`src/rtl/pd_pwr_sequencer.sv`:
```
// Power-domain sequencer: walks clock-gate, isolation, retention, reset and
// power-switch controls through an ordered off/on sequence with per-step dwell.
module pd_pwr_sequencer #(
  parameter int DLY_W  = 4,
  parameter int TO_CYC = 64
) (
  input  logic             i_aon_clk,
  input  logic             i_soc_pwr_on_rst,
  input  logic             i_sleep_req,
  input  logic             i_pg_en,
  input  logic             i_ret_en,
  input  logic [DLY_W-1:0] i_pwr_off_dly,
  input  logic [DLY_W-1:0] i_pwr_on_dly,
  input  logic             i_pwr_on_ack,
  input  logic             i_err_clr,
  output logic             o_clk_en,
  output logic             o_iso,
  output logic             o_ret,
  output logic             o_rstn,
  output logic             o_pwr_on_req,
  output logic             o_sleep_ack,
  output logic             o_busy,
  output logic             o_err,
  output logic [3:0]       o_state
);

  localparam int TO_W = $clog2(TO_CYC + 1);

  typedef enum logic [3:0] {
    ST_ON       = 4'd0,
    ST_OFF_CLK  = 4'd1,
    ST_OFF_ISO  = 4'd2,
    ST_OFF_RET  = 4'd3,
    ST_OFF_RST  = 4'd4,
    ST_WAIT_OFF = 4'd5,
    ST_OFF      = 4'd6,
    ST_WAIT_ON  = 4'd7,
    ST_ON_RST   = 4'd8,
    ST_ON_RET   = 4'd9,
    ST_ON_ISO   = 4'd10
  } state_t;

  state_t           state;
  logic             clk_en;
  logic             iso;
  logic             ret;
  logic             rstn;
  logic             pwr_on_req;
  logic             sleep_ack;
  logic             busy;
  logic             err;
  logic             pg_l;
  logic             ret_l;
  logic [DLY_W-1:0] dly_l;
  logic [DLY_W-1:0] dly_cnt;
  logic [TO_W-1:0]  to_cnt;

  logic             step_done;
  logic             waiting;
  logic             err_set;

  // A zero delay still dwells for one cycle.
  function automatic logic [DLY_W-1:0] dwell(input logic [DLY_W-1:0] d);
    return (d == '0) ? DLY_W'(1) : d;
  endfunction

  assign step_done = (dly_cnt <= DLY_W'(1));
  assign waiting   = ((state == ST_WAIT_ON) && !i_pwr_on_ack) ||
                     ((state == ST_WAIT_OFF) && i_pwr_on_ack);
  assign err_set   = waiting && (to_cnt == TO_W'(TO_CYC - 1));

  // Sequencer state, domain controls, dwell/timeout counters and error flag.
  always_ff @(posedge i_aon_clk or posedge i_soc_pwr_on_rst) begin
    if (i_soc_pwr_on_rst) begin
      state      <= ST_ON;
      clk_en     <= 1'b1;
      iso        <= 1'b0;
      ret        <= 1'b0;
      rstn       <= 1'b1;
      pwr_on_req <= 1'b1;
      sleep_ack  <= 1'b0;
      busy       <= 1'b0;
      err        <= 1'b0;
      pg_l       <= 1'b0;
      ret_l      <= 1'b0;
      dly_l      <= '0;
      dly_cnt    <= '0;
      to_cnt     <= '0;
    end else begin
      if (err_set) begin
        err <= 1'b1;
      end else if (i_err_clr) begin
        err <= 1'b0;
      end

      if (waiting && (to_cnt != TO_W'(TO_CYC))) begin
        to_cnt <= to_cnt + TO_W'(1);
      end

      case (state)
        ST_ON: begin
          if (i_sleep_req) begin
            pg_l    <= i_pg_en;
            ret_l   <= i_ret_en;
            dly_l   <= dwell(i_pwr_off_dly);
            dly_cnt <= dwell(i_pwr_off_dly);
            clk_en  <= 1'b0;
            busy    <= 1'b1;
            state   <= ST_OFF_CLK;
          end
        end
        ST_OFF_CLK: begin
          if (!step_done) begin
            dly_cnt <= dly_cnt - DLY_W'(1);
          end else if (pg_l) begin
            iso     <= 1'b1;
            dly_cnt <= dly_l;
            state   <= ST_OFF_ISO;
          end else begin
            busy      <= 1'b0;
            sleep_ack <= 1'b1;
            state     <= ST_OFF;
          end
        end
        ST_OFF_ISO: begin
          if (!step_done) begin
            dly_cnt <= dly_cnt - DLY_W'(1);
          end else if (ret_l) begin
            ret     <= 1'b1;
            dly_cnt <= dly_l;
            state   <= ST_OFF_RET;
          end else begin
            rstn    <= 1'b0;
            dly_cnt <= dly_l;
            state   <= ST_OFF_RST;
          end
        end
        ST_OFF_RET: begin
          if (!step_done) begin
            dly_cnt <= dly_cnt - DLY_W'(1);
          end else begin
            rstn    <= 1'b0;
            dly_cnt <= dly_l;
            state   <= ST_OFF_RST;
          end
        end
        ST_OFF_RST: begin
          if (!step_done) begin
            dly_cnt <= dly_cnt - DLY_W'(1);
          end else begin
            pwr_on_req <= 1'b0;
            to_cnt     <= '0;
            state      <= ST_WAIT_OFF;
          end
        end
        ST_WAIT_OFF: begin
          if (!i_pwr_on_ack) begin
            busy      <= 1'b0;
            sleep_ack <= 1'b1;
            state     <= ST_OFF;
          end
        end
        ST_OFF: begin
          if (!i_sleep_req) begin
            pg_l      <= i_pg_en;
            ret_l     <= i_ret_en;
            dly_l     <= dwell(i_pwr_on_dly);
            sleep_ack <= 1'b0;
            if (i_pg_en) begin
              pwr_on_req <= 1'b1;
              to_cnt     <= '0;
              busy       <= 1'b1;
              state      <= ST_WAIT_ON;
            end else begin
              clk_en <= 1'b1;
              state  <= ST_ON;
            end
          end
        end
        ST_WAIT_ON: begin
          if (i_pwr_on_ack) begin
            rstn    <= 1'b1;
            dly_cnt <= dly_l;
            state   <= ST_ON_RST;
          end
        end
        ST_ON_RST: begin
          if (!step_done) begin
            dly_cnt <= dly_cnt - DLY_W'(1);
          end else if (ret_l) begin
            ret     <= 1'b0;
            dly_cnt <= dly_l;
            state   <= ST_ON_RET;
          end else begin
            iso     <= 1'b0;
            dly_cnt <= dly_l;
            state   <= ST_ON_ISO;
          end
        end
        ST_ON_RET: begin
          if (!step_done) begin
            dly_cnt <= dly_cnt - DLY_W'(1);
          end else begin
            iso     <= 1'b0;
            dly_cnt <= dly_l;
            state   <= ST_ON_ISO;
          end
        end
        ST_ON_ISO: begin
          if (!step_done) begin
            dly_cnt <= dly_cnt - DLY_W'(1);
          end else begin
            clk_en <= 1'b1;
            busy   <= 1'b0;
            state  <= ST_ON;
          end
        end
        default: begin
          busy      <= 1'b0;
          sleep_ack <= 1'b0;
          state     <= ST_ON;
        end
      endcase
    end
  end

  assign o_clk_en     = clk_en;
  assign o_iso        = iso;
  assign o_ret        = ret;
  assign o_rstn       = rstn;
  assign o_pwr_on_req = pwr_on_req;
  assign o_sleep_ack  = sleep_ack;
  assign o_busy       = busy;
  assign o_err        = err;
  assign o_state      = state;

endmodule

```
`config.mk`:
```
export PLATFORM = sky130hd
export DESIGN_NAME = pd_pwr_sequencer
export DESIGN_NICKNAME = d
export VERILOG_FILES = /design/src/rtl/pd_pwr_sequencer.sv
export SDC_FILE = /design/constraint.sdc
export NUM_CORES = 1
export LEC_CHECK = 0
export ABC_AREA = 0
export CORE_MARGIN = 5
export CORE_UTILIZATION = 51
export CTS_BUF_LIST = sky130_fd_sc_hd__clkbuf_2
export DETAILED_ROUTE_END_ITERATION = 6
export HOLD_SLACK_MARGIN = 0.15
export PLACE_DENSITY = 0.79
export SLEW_MARGIN = 10
export SYNTH_ARGS = -nofsm -noshare
export SYNTH_HDL_FRONTEND = slang
export SYNTH_SLANG_ARGS = --single-unit
```
`constraint.sdc`:
```
create_clock -name i_aon_clk -period 2.4 [get_ports i_aon_clk]
set_input_delay 0.24 -clock i_aon_clk [delete_from_list [all_inputs] [get_ports i_aon_clk]]
set_output_delay 0.24 -clock i_aon_clk [all_outputs]
set_load 0.005 [all_outputs]
```
# Word level (Yosys, flattened, before mapping)
# Cells that the tools add are included.
word_totals:
  reg_bits: 29
  input_bits: 15
  out_inout_bits: 12
  elab_cells: 154
op_classes:
  n_addsub: 2
  order_cmp: 1
  eq_ne: 33
  muxes: 71
  bitwise: 2
  reduce_logical: 31
ops:
  columns: ["cell", "n"]
  rows:
  - ["$mux 4", 20]
  - ["$pmux 4 s11", 1]
  - ["$ne 2x2->1 const B", 20]
  - ["$mux 1", 30]
  - ["$mux 7", 4]
  - ["$reduce_and 5->1", 5]
  - ["$pmux 4 s5", 1]
  - ["$eq 4x3->1 const B", 4]
  - ["$pmux 7 s2", 1]
  - ["$eq 4x4->1 const B", 3]
  - ["$logic_not 4->1", 3]
  - ["$reduce_and 11->1", 1]
  - ["$mux 3", 3]
  - ["$pmux 1 s3", 3]
  - ["$reduce_bool 3->1", 3]
  - ["$eq 4x2->1 const B", 2]
  - ["$pmux 1 s2", 4]
  - ["$pmux 4 s2", 1]
  - ["$reduce_and 8->1", 1]
  - ["$reduce_bool 2->1", 4]
  - ["$reduce_or 8->1", 1]
  - ["$add 7x1->7 const B", 1]
  - ["$eq 7x6->1 const B", 1]
  - ["$ne 7x7->1 const B", 1]
  - ["18 further kinds", 22]

# Longest topological paths before layout
# Gate-level depths: netlist of run 1.
depth:
  word_depth: 8
  ltp_mapped: 9

# Worst setup path after synthesis of run 1
# OpenSTA, ideal clock, no wires.
synth_path:
  kind: "register to register"
  from: "register dly_cnt[0]"
  to: "register sleep_ack, in the netlist o_sleep_ack"
  t_arrival_ns: 1.827
  required_time_ns: 2.278
  slack_ns: 0.452
  path_stages_with_launch: 10
  path_cell_list: "dfrtp_1 -> inv_1 -> ha_1 -> nor2_1 -> or3_1 -> buf_2 -> o311ai_2 -> and3_2 -> o21ai_1 -> a32o_1"
synth_between:
  elab_chain_cells: 3
synth_lines:
  columns: ["item", "line", "text"]
  rows:
  - ["start, declared", "55", "logic [DLY_W-1:0] dly_cnt;"]
  - ["start signal, assigned", "106", "dly_cnt <= dwell(i_pwr_off_dly);"]
  - ["start signal, assigned", "114", "dly_cnt <= dly_cnt - DLY_W'(1);"]
  - ["start signal, assigned", "117", "dly_cnt <= dly_l;"]
  - ["$le 4x1->1", "67", "assign step_done = (dly_cnt <= DLY_W'(1));"]
  - ["$ne 2x2->1 (no line)", null, null]
  - ["$reduce_and 5->1 (no line)", null, null]
  - ["end signal, assigned", "81", "sleep_ack <= 1'b0;"]
  - ["end signal, assigned", "121", "sleep_ack <= 1'b1;"]
  - ["end signal, assigned", "159", "sleep_ack <= 1'b1;"]
  - ["end, declared", "49", "logic sleep_ack;"]
# Every way passes these cells.
# A chain may end at the register's enable or synchronous reset.

# Final worst setup path of run 1
layout_path:
  from: "register state[2], in the netlist o_state[2]"
  to: "output port o_state[2]"
layout_lines:
  columns: ["item", "line", "text"]
  rows:
  - ["start, declared", "43", "state_t state;"]
  - ["start signal, assigned", "75", "state <= ST_ON;"]
  - ["start signal, assigned", "109", "state <= ST_OFF_CLK;"]
  - ["start signal, assigned", "118", "state <= ST_OFF_ISO;"]
  - ["end, declared", "24", "output logic [3:0] o_state"]
# No word-level cell between the ends.

==> results of run 1 <==
## per-layer routing
layer	global-route usage	vias up	wire length, um
met3	0.04539	9	444
met2	0.3395	98	2477
li1	-	1045	-
met4	0.05929	0	91
met1	0.2968	974	2462
met5	0	-	0
## cells by family after synthesis
kind of cell	Yosys count	share of synthesized area
AO/OA/AOI/OAI	85	0.2540
XOR/XNOR	7	0.02867
adder cells (fa/ha/maj)	4	0.02341
buffers and inverters	31	0.06085
flip-flops	29	0.3411
multiplexers	8	0.03862
AND/OR/NAND/NOR	114	0.2534
## report_power, final
part | internal [mW] | switching (mW)
Combinational | 0.967 | 1.21
Clock | 0.0679 | 0.192
Sequential | 0.681 | 0.269
## cell type report
type	count	area (sq um)	area share
clock inverter	3	17.52	0.006927
inverter	10	37.54	0.01484
tap	50	62.56	0.02474
timing repair buffer	40	377.9	0.1494
clock buffer	5	25.02	0.009896
sequential	29	729.5	0.2885
multi-input combinational	218	1279	0.5057
## registers in the layout, indices dropped and copies added (netlist names)
signal / flops
dly_cnt: 4
dly_l: 4
o_busy: 1
o_clk_en: 1
o_err: 1
o_iso: 1
o_pwr_on_req: 1
o_ret: 1
o_rstn: 1
o_sleep_ack: 1
o_state: 4
pg_l: 1
ret_l: 1
to_cnt: 7
## final timing paths
path	endpoint	slack [ns]	depth (start not counted)
setup reg to reg	o_sleep_ack$_DFFE_PP0P_	0.25	8
max in group asynchronous	o_pwr_on_req$_DFFE_PP1P_	1.87	3
setup / recovery	o_state[2]	0.24	2
hold reg to reg	dly_l[0]$_DFFE_PP0P_	0.53	2
min in group i_aon_clk	o_err$_DFFE_PP0P_	0.41	2
hold / removal	o_busy$_DFFE_PP0P_	0.22	3
## Yosys cell counts, drive strengths merged, types with 2 or more instances
master	count	share of area
nand2	35	0.061
ha	4	0.023
a211oi	4	0.014
o31a	2	0.0082
nor2	34	0.061
nand3b	2	0.0070
nand2b	3	0.0088
nor3b	3	0.011
mux2	2	0.011
clkbuf	9	0.016
mux2i	6	0.028
and3	3	0.0094
inv	10	0.018
a22oi	3	0.011
nand3	8	0.019
xor2	5	0.020
dfrtp	26	0.30
nor2b	5	0.015
a21oi	19	0.044
o31ai	6	0.021
dfstp	3	0.037
buf	12	0.027
o41ai	2	0.0082
xnor2	2	0.0082
and2	2	0.0059
o21ai	32	0.077
nand4	3	0.0088
nor3	11	0.028
o22ai	2	0.0059
a31oi	2	0.0059
## cell usage in the layout, fill, tap and decap left out, drive strengths merged, types with 3 or more instances in the layout
cell            n
xor2            5
nand4           3
a21oi          19
clkdlybuf4s50  26
ha              4
nand2          35
a211oi          4
nand3           8
nor3           11
o21ai          32
buf            14
nor2           34
dfrtp          26
a22oi           3
clkbuf          5
inv            10
mux2i           6
nor2b           5
dfstp           3
nand2b          3
and3            3
o31ai           6
nor3b           3
## worst register-to-register path: stages (launching register included)
cell and delay, ns:
dfrtp_1 0.47, inv_1 0.10, ha_1 0.19, nor2_1 0.09, or3_1 0.46, o311ai_2 0.24, and3_2 0.24, o21ai_1 0.07
a32o_1 0.21
## through the flow
stage / instance area, sq um / cells
3_5_place_dp: 2486 / 347
4_1_cts: 2529 / 355
2_1_floorplan: 2138 / 278
5_1_grt: 2529 / 355
3_3_place_gp: 2486 / 347
6_report: 2529 / 355
==> out/metrics.cfg, run 1 <==
[sta]
skew_ns = 0.01028
fmax_mhz = 463.8
setup_tns_ns = 0
slew_headroom = 0.5851
tightest_slew_ns = 0.6224
fin_crit_ns = 2.156
finalWorstSetupSlack_ns = 0.2441
finalHoldViolations = 0
post-route-period-util = 0.8983
setup_viol = 0
slew_violations = 0
hold_ws_ns = 0.2188
rsz0062_at_grt = false

[placed_design]
portBuffers = 26
gp_congestion = 0.9283
pre_cts_slack_ns = 0.2507
hpwlAfterDp_mm = 4.011

[global_route]
antenna_found_initial = 0
grt_pass1_vias = 1986
grt_pass1_wl_mm = 9.252
grt_util_all_layers = 0.2142
grt.overflow.total = 0
grt_max_degree = 30

[critical_path]
required_ns = 2.16
worstSetupStartpointType = register
critPathCaptureType = primary output
worst-path-buf-inv = 2
r2r_start = dly_cnt[0]$_DFFE_PP0P_
critPathMaxStageDelay_ns = 0.78
critPathMaxFanout = 21
critPathLaunch = o_state[2]$_DFFE_PP0P_
setup.worst_path.class = reg -> out
slowest_stage = dfrtp_1
cp_cell_sequence = buf_4 -> clkdlybuf4s50_1
worstPathArrival_ns = 1.92
crit_family = flip-flops

[cells_and_area]
drive_gt1_frac = 0.1115
fillCellCount = 376
nets = 323
antenna_cells = 0
areaGrowthSynthToFinish_pct = 18.26
postLayoutCoreUtil = 0.6276

[synth]
synth_cell_types = 54
seq_area_frac_synth = 0.3411
synth-main-ff-cell = dfrtp_1
ys_warn_count = 0
synth_edf_count = 0
synth_area_per_cell_sq_um = 7.692
syn_area_sq_um = 2138
ys_ff_latch = 29
synthesis.instances = 278
syn-num-nets = 297
synthArstFlopShare = 1.000

[detailed_routing]
vias_per_cell = 5.989
wirelength_mm = 5.476
wire_per_inst_um = 15.43
drc = 0
antenna_left = 0
vias = 2126
first_pass_iters = 4
drt_iter0_drc = 235

[floorplanning]
coreArea_sq_um = 4029
io_pins = 27
design.die.area_sq_um = 5588
initial_core_util = 0.5307
fp.dieH_um = 74.75
die_x_um = 74.75
rows = 23

[clocking]
holdBufCountCts = 0
numCtsBuffers = 5
cts_setup_buffers = 0
cts.htree.levels = 2
ctsLongestPathBuffers = 2
clock_latency_ns = 0.37
cts_sinks = 29
cts_tree = done
cts-root-buf = clkbuf_2
path_clk_slew_ns = 0.17
cts-resized-gates = 0

[run]
maxCapViolCount = 0

[min_path]
min_path_type = in -> async

[power]
ir_drop_mv = 0.6436
p_total_mw = 3.391
power.density_nw_per_um2 = 1341
leakage_nw = 1.054

[outcome]
status = finished clean

(Power assumes the default switching activity.)
==> run 2, diff against run 1 <==
--- a/config.mk
+++ b/config.mk
@@ -12,6 +12,8 @@
 export DETAILED_ROUTE_END_ITERATION = 6
 export HOLD_SLACK_MARGIN = 0.15
 export PLACE_DENSITY = 0.79
+export RECOVER_POWER = 50
+export REMOVE_ABC_BUFFERS = 1
 export SLEW_MARGIN = 10
 export SYNTH_ARGS = -nofsm -noshare
 export SYNTH_HDL_FRONTEND = slang
==> run 2 against run 1 <==
Effect of this change: the flow now finishes with violations (max-capacitance violations, max-slew violations); largest power group unchanged; maximum frequency fell by 4.3%; sequential share of layout area fell by 0.32 points; clock power rose by 39%; global-route usage rose by 0.77 points; core utilization rose by 0.71 points; worst setup slack got worse by 0.096 ns; non-clock buffer count rose by 2; sequential power barely moved; hold slack improved by 0.17 ns.
==> out/metrics.cfg, run 2 (synthesized netlist as in run 1, its figures left out) <==
[power]
ir_drop_mv = 0.5658
leakage_nw = 1.074
power.density_nw_per_um2 = 1384
p_total_mw = 3.539

[global_route]
grt_max_degree = 30
antenna_found_initial = 0
grt_pass1_vias = 1965
grt_pass1_wl_mm = 9.404
grt_util_all_layers = 0.2219
grt.overflow.total = 0

[clocking]
cts.htree.levels = 2
cts-root-buf = clkbuf_2
cts-resized-gates = 0
holdBufCountCts = 0
path_clk_slew_ns = 0.17
cts_setup_buffers = 0
cts_tree = done
clock_latency_ns = 0.39
numCtsBuffers = 5
cts_sinks = 29
ctsLongestPathBuffers = 2

[cells_and_area]
postLayoutCoreUtil = 0.6348
fin_cells = 357
final_common_cell = nand2_1
largest_register = to_cnt
fin_area_sq_um = 2557
largest_reg_flops = 7
seq_area_sq_um = 729.5
mostFrequentLayoutCells = nand2_1, nor2_1, o21ai_0
nets = 325
areaGrowthSynthToFinish_pct = 19.60
fillCellCount = 371
antenna_cells = 0
multi_input_comb_area_sq_um = 1287
drive_gt1_frac = 0.1173

[detailed_routing]
drc = 0
wirelength_mm = 5.763
vias = 2177
first_pass_iters = 5
wire_per_inst_um = 16.14
antenna_left = 0
vias_per_cell = 6.098
drt_iter0_drc = 329

[outcome]
violations = max-capacitance violations, max-slew violations
status = finished with violations

[placed_design]
place_inst = 349
portBuffers = 26
pre_cts_slack_ns = 0.1788
gp_congestion = 0.9716
hpwlAfterDp_mm = 4.213
dpl_cell_area_sq_um = 2489

[floorplanning]
rows = 23
coreArea_sq_um = 4029
initial_core_util = 0.5307
io_pins = 27
die_x_um = 74.75
design.die.area_sq_um = 5588
fp.dieH_um = 74.75

[critical_path]
slowest_stage = dfrtp_1
worstSetupStartpointType = register
critPathMaxFanout = 18
critPathCaptureType = primary output
cp_cell_sequence = buf_4 -> clkdlybuf4s50_1
required_ns = 2.16
worstPathArrival_ns = 2.01
setup.worst_path.class = reg -> out
critPathMaxStageDelay_ns = 0.75

[sta]
slew_violations = 30
skew_ns = 0.02443
setup_viol = 0
post-route-period-util = 0.9385
finalHoldViolations = 0
setup_tns_ns = 0
slew_headroom = -0.04865
finalWorstSetupSlack_ns = 0.1476
fmax_mhz = 444.0
tightest_slew_ns = 1.573
rsz0062_at_grt = false
hold_ws_ns = 0.3850
fin_crit_ns = 2.252

[min_path]
min_path_type = in -> reg

[run]
maxCapViolCount = 1

## run 2: changes by cell type in the layout (fill, tap and decap cells not counted), sizes merged
cell,previous run,this run
buf,14,15
bufinv,0,1
clkbuf,5,7
clkdlybuf4s50,26,19
clkinv,2,1
clkinvlp,1,0
dlygate4sd3,0,7
## run 2: power breakdown
group / internal, mW / switching (mW) / leakage [nW]
logic: 0.961 / 1.27 / 0.678
clock network: 0.178 / 0.184 / 0.0406
registers: 0.681 / 0.269 / 0.355
## run 2: layout make-up
cell class	instances	area share
clock buffers	6	0.01174
clock inverters	2	0.01321
inverters	10	0.01468
multi-input cells	218	0.5034
flip-flops and latches	29	0.2852
well taps	50	0.02446
repair buffers	42	0.1473
## run 2: worst paths after layout
kind | slack (ns) | start | end | depth (start not counted)
worst max-delay path | 0.15 | o_state[3]$_DFFE_PP0P_ | o_state[3] | 2
worst min register to register | 0.51 | dly_l[0]$_DFFE_PP0P_ | dly_l[0]$_DFFE_PP0P_ | 2
min in group asynchronous | 0.81 | i_soc_pwr_on_rst | to_cnt[6]$_DFF_PP0_ | 3
worst min-delay path | 0.39 | i_err_clr | o_err$_DFFE_PP0P_ | 2
max in group asynchronous | 0.67 | i_soc_pwr_on_rst | to_cnt[5]$_DFF_PP0_ | 3
worst max register to register | 0.23 | o_state[2]$_DFFE_PP0P_ | dly_cnt[0]$_DFFE_PP0P_ | 6
## run 2: per-layer routing
| layer | up-vias | share of wire | track usage |
|---|---|---|---|
| li1 | 1055 | - | - |
| met1 | 1001 | 0.46 | 0.3099 |
| met2 | 106 | 0.45 | 0.3405 |
| met3 | 15 | 0.075 | 0.05073 |
| met4 | 0 | 0.019 | 0.07510 |
| met5 | - | 0 | 0 |
## run 2: critical path: cells and delay by family, from the launching register on
kind     cells  cell delay [ns]
buf+inv      2             0.87
flops        1             0.75
